### src/rtl/otg_hpi_pkg.sv
// Shared types for the CY7C67200 HPI master: register map, sequencer states
// and a small helper for sizing the shared cycle counter.
package otg_hpi_pkg;

  typedef enum logic [1:0] {
    DATA    = 2'd0,
    MAILBOX = 2'd1,
    ADDRESS = 2'd2,
    STATUS  = 2'd3
  } hpi_reg_e;

  // GAP is only reachable in the memory-op build: it guarantees cs goes high
  // for one cycle between the ADDRESS write and the DATA access.
  typedef enum logic [2:0] {
    IDLE    = 3'd0,
    SETUP   = 3'd1,
    STROBE  = 3'd2,
    HOLD    = 3'd3,
    CHIPRST = 3'd4,
    GAP     = 3'd5
  } hpi_state_e;

  function automatic int max4(input int a, input int b, input int c, input int d);
    int m;
    m = a;
    if (b > m) m = b;
    if (c > m) m = c;
    if (d > m) m = d;
    return m;
  endfunction

endpackage

### src/rtl/otg_hpi_sequencer.sv
// HPI pin sequencer: one request -> cs/address/strobe/data timing on the otg_hpi_* pins,
// plus the chip reset pulse. Define OTG_HPI_MEMOP_EN for the two-access memory op.
import otg_hpi_pkg::*;

module otg_hpi_sequencer #(
  parameter int SETUP_CYC  = 2,
  parameter int STROBE_CYC = 6,
  parameter int HOLD_CYC   = 2,
  parameter int RST_CYC    = 1000
) (
  input  logic        clk,
  input  logic        reset,
  input  logic        req_valid,
  output logic        req_ready,
  input  logic        req_write,
  input  logic [1:0]  req_addr,
  input  logic [15:0] req_wdata,
  input  logic        req_mem,
  input  logic [15:0] req_memaddr,
  input  logic        rst_req,
  output logic        rsp_valid,
  output logic [15:0] rsp_rdata,
  output logic [1:0]  otg_hpi_address,
  output logic        otg_hpi_cs,
  output logic        otg_hpi_r,
  output logic        otg_hpi_w,
  output logic        otg_hpi_reset,
  output logic [15:0] otg_hpi_data_out,
  output logic        otg_hpi_data_oe,
  input  logic [15:0] otg_hpi_data_in
);

  localparam int MAX_CYC = max4(SETUP_CYC, STROBE_CYC, HOLD_CYC, RST_CYC);
  localparam int CNT_W   = $clog2(MAX_CYC) + 1;

  localparam logic [CNT_W-1:0] LD_SETUP  = CNT_W'(SETUP_CYC - 1);
  localparam logic [CNT_W-1:0] LD_STROBE = CNT_W'(STROBE_CYC - 1);
  localparam logic [CNT_W-1:0] LD_HOLD   = CNT_W'(HOLD_CYC - 1);
  localparam logic [CNT_W-1:0] LD_RST    = CNT_W'(RST_CYC - 1);

  hpi_state_e       state_q, state_d;
  logic [CNT_W-1:0] cnt_q, cnt_d;
  logic             acc_write_q, acc_write_d;
  hpi_reg_e         acc_addr_q, acc_addr_d;
  logic [15:0]      acc_wdata_q, acc_wdata_d;
  logic [15:0]      rdata_q, rdata_d;
  logic             rsp_valid_d;
  logic [15:0]      rsp_rdata_d;
  logic             busy_d;
  logic             last_cnt;

`ifdef OTG_HPI_MEMOP_EN
  logic        mem_pend_q, mem_pend_d;
  logic        pend_write_q, pend_write_d;
  logic [15:0] pend_wdata_q, pend_wdata_d;
`else
  logic unused_memop;
  assign unused_memop = ^{req_mem, req_memaddr};
`endif

  assign last_cnt = (cnt_q == '0);

  always_comb begin
    // NOTE: every comb output gets a default first so no path leaves it unassigned (no latch).
    state_d     = state_q;
    cnt_d       = last_cnt ? cnt_q : cnt_q - CNT_W'(1);
    acc_write_d = acc_write_q;
    acc_addr_d  = acc_addr_q;
    acc_wdata_d = acc_wdata_q;
    rdata_d     = rdata_q;
    rsp_valid_d = 1'b0;
    rsp_rdata_d = rsp_rdata;
`ifdef OTG_HPI_MEMOP_EN
    mem_pend_d   = mem_pend_q;
    pend_write_d = pend_write_q;
    pend_wdata_d = pend_wdata_q;
`endif

    unique case (state_q)
      IDLE: begin
        if (rst_req) begin
          state_d = CHIPRST;
          cnt_d   = LD_RST;
        end else if (req_valid && req_ready) begin
          state_d     = SETUP;
          cnt_d       = LD_SETUP;
          acc_write_d = req_write;
          acc_addr_d  = hpi_reg_e'(req_addr);
          acc_wdata_d = req_wdata;
`ifdef OTG_HPI_MEMOP_EN
          mem_pend_d = 1'b0;
          if (req_mem) begin
            // First leg loads the chip address pointer; the real access follows.
            acc_write_d  = 1'b1;
            acc_addr_d   = ADDRESS;
            acc_wdata_d  = req_memaddr;
            mem_pend_d   = 1'b1;
            pend_write_d = req_write;
            pend_wdata_d = req_wdata;
          end
`endif
        end
      end
      SETUP: begin
        if (last_cnt) begin
          state_d = STROBE;
          cnt_d   = LD_STROBE;
        end
      end
      STROBE: begin
        if (last_cnt) begin
          if (!acc_write_q) rdata_d = otg_hpi_data_in;
          state_d = HOLD;
          cnt_d   = LD_HOLD;
        end
      end
      HOLD: begin
        if (last_cnt) begin
`ifdef OTG_HPI_MEMOP_EN
          if (mem_pend_q) begin
            state_d = GAP;
          end else begin
            state_d     = IDLE;
            rsp_valid_d = 1'b1;
            rsp_rdata_d = acc_write_q ? 16'h0000 : rdata_q;
          end
`else
          state_d     = IDLE;
          rsp_valid_d = 1'b1;
          rsp_rdata_d = acc_write_q ? 16'h0000 : rdata_q;
`endif
        end
      end
      GAP: begin
`ifdef OTG_HPI_MEMOP_EN
        state_d     = SETUP;
        cnt_d       = LD_SETUP;
        acc_write_d = pend_write_q;
        acc_addr_d  = DATA;
        acc_wdata_d = pend_wdata_q;
        mem_pend_d  = 1'b0;
`else
        state_d = IDLE;
`endif
      end
      CHIPRST: begin
        if (last_cnt) state_d = IDLE;
      end
      default: state_d = IDLE;
    endcase
  end

  // Pins are decoded from the next state so they change on the same edge as the FSM.
  assign busy_d = (state_d == SETUP) || (state_d == STROBE) || (state_d == HOLD);

  always_ff @(posedge clk or posedge reset) begin
    if (reset) begin
      state_q          <= IDLE;
      cnt_q            <= '0;
      acc_write_q      <= 1'b0;
      acc_addr_q       <= DATA;
      acc_wdata_q      <= 16'h0000;
      rdata_q          <= 16'h0000;
      rsp_valid        <= 1'b0;
      rsp_rdata        <= 16'h0000;
      req_ready        <= 1'b0;
      otg_hpi_cs       <= 1'b1;
      otg_hpi_r        <= 1'b1;
      otg_hpi_w        <= 1'b1;
      otg_hpi_reset    <= 1'b1;
      otg_hpi_address  <= 2'd0;
      otg_hpi_data_out <= 16'h0000;
      otg_hpi_data_oe  <= 1'b0;
    end else begin
      // NOTE: sequential state uses non-blocking assignments so all registers update together.
      state_q          <= state_d;
      cnt_q            <= cnt_d;
      acc_write_q      <= acc_write_d;
      acc_addr_q       <= acc_addr_d;
      acc_wdata_q      <= acc_wdata_d;
      rdata_q          <= rdata_d;
      rsp_valid        <= rsp_valid_d;
      rsp_rdata        <= rsp_rdata_d;
      req_ready        <= (state_d == IDLE);
      otg_hpi_cs       <= !busy_d;
      otg_hpi_r        <= !((state_d == STROBE) && !acc_write_d);
      otg_hpi_w        <= !((state_d == STROBE) && acc_write_d);
      otg_hpi_reset    <= (state_d != CHIPRST);
      otg_hpi_address  <= busy_d ? acc_addr_d : 2'd0;
      otg_hpi_data_out <= (busy_d && acc_write_d) ? acc_wdata_d : 16'h0000;
      otg_hpi_data_oe  <= busy_d && acc_write_d;
    end
  end

`ifdef OTG_HPI_MEMOP_EN
  always_ff @(posedge clk or posedge reset) begin
    if (reset) begin
      mem_pend_q   <= 1'b0;
      pend_write_q <= 1'b0;
      pend_wdata_q <= 16'h0000;
    end else begin
      mem_pend_q   <= mem_pend_d;
      pend_write_q <= pend_write_d;
      pend_wdata_q <= pend_wdata_d;
    end
  end
`endif

endmodule
### config.mk
export PLATFORM = sky130hd
export DESIGN_NAME = otg_hpi_sequencer
export DESIGN_NICKNAME = d
export VERILOG_FILES = /design/src/rtl/otg_hpi_pkg.sv /design/src/rtl/otg_hpi_sequencer.sv
export SDC_FILE = /design/constraint.sdc
export NUM_CORES = 1
export LEC_CHECK = 0
export CORE_UTILIZATION = 60
export DETAILED_ROUTE_END_ITERATION = 10
export DONT_BUFFER_PORTS = 1
export PLACE_DENSITY = 0.81
export SLEW_MARGIN = 20
export SYNTH_ARGS = -nofsm -noshare
export SYNTH_HDL_FRONTEND = slang
export SYNTH_SLANG_ARGS = --single-unit
### constraint.sdc
create_clock -name clk -period 8.6 [get_ports clk]
set_input_delay 1.72 -clock clk [delete_from_list [all_inputs] [get_ports clk]]
set_output_delay 1.72 -clock clk [all_outputs]
set_load 0.01 [all_outputs]
==> flow_results.org <==
** Setup path
- STA classifies the critical path startpoint as an input pin.
- Grouping stages by cell kind, the critical path spends the most delay in multiplexers.
- Critical path origin :: rst_req
- For flop-to-flop paths, the worst setup slack is 5950 ps.
- Measured in cells, the most critical reg-to-reg path has a length of 6.
- STA puts the critical path data arrival time at 2950 ps.
- Data required time of the worst path :: 8780 ps
- The startpoint identified for the worst register-to-register timing path is cnt_q[0]$_DFF_PP0_.
- The largest single stage delay on the critical path is 390 ps.
- In this run the critical register-to-register path is captured at otg_hpi_address[0]$_DFF_PP0_.
- STA classifies the critical path endpoint as a flip-flop.
- WP buf/inv :: 1
- The worst setup path is of the input pin to flip-flop kind.
- Maximum fanout along the worst path :: 20
- Ordered cell list for the critical path :: nor4_4, and2_1, buf_4, mux2_2, a21boi_0
- Slowest-stage cell, CP :: sky130_fd_sc_hd__mux2_2

** Floorplanning
- Die Footprint :: 6790 sq um
- Core Box Area :: 6100 sq um
- For this configuration, the core starts out at a cell density of 0.637.
- The floorplan step set the die width to 82.4 um.
- In this run the core area contains 28 standard-cell rows.
- 97 I/O pins were placed.
- Die Ht :: 82.4 um

** Drt
- The first detailed-routing pass ran for 4 iterations.
- Iteration-0 DRC Markers :: 83
- WL/cell :: 17.9 um
- Summing over every cut layer, the via total after detailed routing is 2219.
- In this run the remaining antenna-violating nets after routing total 0.
- After detailed routing, the number of remaining DRC violations is 0.
- For this block, the routed nets add up to 6810 um of wire.
- Using the TritonRoute via totals, the vias-per-cell ratio works out to 5.84.

** Synth
- Xor/xnor cell area share of the yosys netlist :: 0.0135
- Post-synthesis register bit count :: 90
- During synthesis, Yosys emitted a total of 0 warnings.
- Of the total synthesized cell area, the portion taken by full adders, half adders and majority gates is 0.00645.
- Yosys cell types :: 46
- Post-synthesis share of cell area spent on and, or, nand and nor gates :: 0.103
- Largest family of logic cells by synthesized area :: multiplexers
- Gate Count Post-Synth :: 302
- In the synthesized netlist the dominant register cell turns out to be sky130_fd_sc_hd__dfrtp_1.
- The number of nets handed over by synthesis was 360.
- Sequential area share after synthesis :: 0.582
- Counting flops with an async set or reset pin after synthesis yields a share of 1.00.
- Post-synthesis compound-gate area fraction :: 0.0854
- Average footprint of a synthesized cell :: 12.9 sq um
- The synthesized design contains 0 enable-type register cells.
- In this run the cell area of the synthesized design comes to 3880 sq um.
- After synthesis, the share of cell area in mux cells is 0.158.

** Clock network
- Post-CTS timing repair inserted 0 buffers for setup.
- Number of sinks handled by clock tree synthesis :: 90
- The cell sitting at the root of the clock tree is a sky130_fd_sc_hd__clkbuf_8.
- Clock tree synthesis inserted a total of 9 buffers.
- Insertion delay of the later-clocked pin in the worst-skew pair :: 350 ps
- The longest clock path from root to sink contains 2 buffers.
- Max H-tree Level :: 3
- After clock tree synthesis, the clock-pin slew on the worst setup and hold paths is 90 ps.
- Number of hold buffers added after CTS :: 0
- Clock tree from TritonCTS :: done
- Post-CTS repair changed the size of 0 cells.

** STA
- The number of hold violations in the final report was 0.
- Setup violations remaining at the end of the flow were counted as 0.
- RSZ-0062 raised after global routing :: false
- On the final layout, the worst clock skew is 10.7 ps.
- The clock period could shrink to 2770 ps.
- Headroom to the max-slew limit :: 0.247
- Slew at the pin closest to its max-slew limit :: 1110 ps
- Final total negative setup slack :: 0 ps
- On the final layout, the worst hold slack is 485 ps.
- Final worst path period share :: 0.322
- Highest clock frequency the design can meet :: 361 MHz
- Number of max-slew violations in the final report :: 0

** Placement
- Final HPWL DP :: 4690 um
- The congestion estimate from routability-driven global placement came to 0.772.
- Buffers added on ports :: 0
- Including well taps, the total number of placed cells is 365.

** Global routing
- Total Routing Usage GR :: 0.219
- Global-route wire length before repair :: 10700 um
- Number of global-route vias before repair :: 2232
- The total overflow left after global routing is 0.
- Number of antenna violations at the first check in global routing :: 0
- Maximum number of pins on one net before global-route repair :: 91

** Layout
- Commonest cells after routing, fill and taps aside :: sky130_fd_sc_hd__dfrtp_1 (86), sky130_fd_sc_hd__inv_1 (26), sky130_fd_sc_hd__mux2_2 (25)
- In the final layout, flip-flops and latches occupy 2260 sq um.
- The finished layout holds 380 standard cells, fillers aside.
- For this run, the post-layout net count is 359.
- From synthesis to final layout, the design area changed by 6.16%.
- Filler cell count in the final layout :: 456
- 0 antenna diodes ended up in the layout.
- Final core occ :: 0.676
- Of the cells placed in the final design, the portion with a size suffix greater than 1 is 0.220.
- Leaving out fill and tap cells, the most frequent cell in the layout is sky130_fd_sc_hd__dfrtp_1.
- Summing all multi-input logic gate instances after layout gives 1430 sq um.

** Power and ir drop
- The share of total power dissipated in sequential elements is 0.569.
- Internal power component :: 597 uW
- Leakage power figure :: 2.02 nW
- Share of total power in combinational logic :: 0.022
- Power per Cell Area :: 183 nW/um^2
- Sw Pwr :: 155 uW
- The share of total power dissipated in the clock network is 0.409.
- Across the VDD grid, the largest voltage drop is 0.192 mV.
- Of the total power, the share spent switching nets is 0.206.

** Worst hold path
- Hold Path Cell Cnt :: 2
- Worst Hold End :: acc_wdata_q[11]$_DFF_PP0_
- In this run the worst hold path is classified as flip-flop to flip-flop.
- Min-Delay Startpoint :: acc_wdata_q[11]$_DFF_PP0_

** Run status
- Outcome :: finished clean

** Flow run
- The tool flagged a number of max-cap violations equal to 0.
==> worst register-to-register path, delay by kind of cell, from the launching register on <==
family / cells / cell delay, ps
fa+ha+maj: 1 / 180
buf+inv: 1 / 70
compound gates: 1 / 230
flops: 1 / 410
mux: 1 / 910
simple gates: 2 / 700
==> final cells by class <==
class,instances,area share
Multi-Input combinational cell,170,0.346
Clock buffer,9,0.0301
Inverter,27,0.0249
Clock inverter,6,0.0219
Sequential cell,90,0.548
Tap cell,75,0.0228
Timing Repair Buffer,3,0.00638
==> how the worst max path moves through the flow <==
stage | to | slack (ps) | cells after the start
after CTS | otg_hpi_w$_DFF_PP1_ | 5830 | 5
after global routing | otg_hpi_data_out[9]$_DFF_PP0_ | 5730 | 6
after detailed placement | otg_hpi_address[0]$_DFF_PP0_ | 5460 | 6
after global placement | otg_hpi_address[1]$_DFF_PP0_ | 5500 | 5
after floorplan | acc_addr_q[0]$_DFF_PP0_ | 4550 | 1
final | otg_hpi_address[0]$_DFF_PP0_ | 5830 | 5
==> power by group through the flow <==
stage	Combinational, mW	Clock [mW]	Sequential (mW)
2_1_floorplan	0.0136	0	0.436
3_3_place_gp	0.0163	0	0.437
3_5_place_dp	0.0169	0	0.437
4_1_cts	0.0169	0.316	0.429
5_1_grt	0.0190	0.331	0.429
6_report	0.0162	0.308	0.428
==> sequential cells by signal, summed over array words and instances, names as in the netlist, 2 cells and up <==
register / flops
acc_wdata_q: 16
otg_hpi_data_out: 16
rdata_q: 16
rsp_rdata: 16
cnt_q: 11
state_q: 3
acc_addr_q: 2
otg_hpi_address: 2
==> cell families (layout without fill, tap and decap cells) <==
family          after synthesis  after routing
xor+xnor                      6              6
mux                          53             53
flops                        90             90
compound gates               47             47
buf+inv                      42             45
simple gates                 62             62
fa+ha+maj                     2              2
==> layer usage <==
metal / up-vias / GRT usage / wire length [um]
met4: 0 / 0.0842 / 77
met3: 6 / 0.0692 / 494
met1: 1114 / 0.280 / 2890
met2: 59 / 0.348 / 3350
met5: - / 0 / 0
li1: 1040 / - / -
==> synthesized netlist by cell type (5+ instances only) <==
library cell | instances | area, sq um
sky130_fd_sc_hd__mux2i_1 | 18 | 180
sky130_fd_sc_hd__mux2_2 | 25 | 282
sky130_fd_sc_hd__a211oi_1 | 17 | 128
sky130_fd_sc_hd__a21oi_1 | 5 | 25.0
sky130_fd_sc_hd__o21ai_0 | 7 | 35.0
sky130_fd_sc_hd__nand2_1 | 9 | 33.8
sky130_fd_sc_hd__nor2b_1 | 17 | 106
sky130_fd_sc_hd__inv_1 | 27 | 101
sky130_fd_sc_hd__nor3_1 | 5 | 25.0
sky130_fd_sc_hd__mux2_4 | 10 | 150
sky130_fd_sc_hd__nor2_1 | 7 | 26.3
sky130_fd_sc_hd__dfrtp_1 | 86 | 2150
sky130_fd_sc_hd__buf_2 | 5 | 25.0
==> metrics by stage <==
step / total power, mW / setup WS (ps) / cell area, sq um
after floorplan: 0.450 / 4550 / 3880
after global placement: 0.453 / 5500 / 3900
after detailed placement: 0.454 / 5460 / 3900
after CTS: 0.761 / 5830 / 4120
after global routing: 0.779 / 5730 / 4120
final: 0.752 / 5830 / 4120
(Power assumes the default switching activity.)
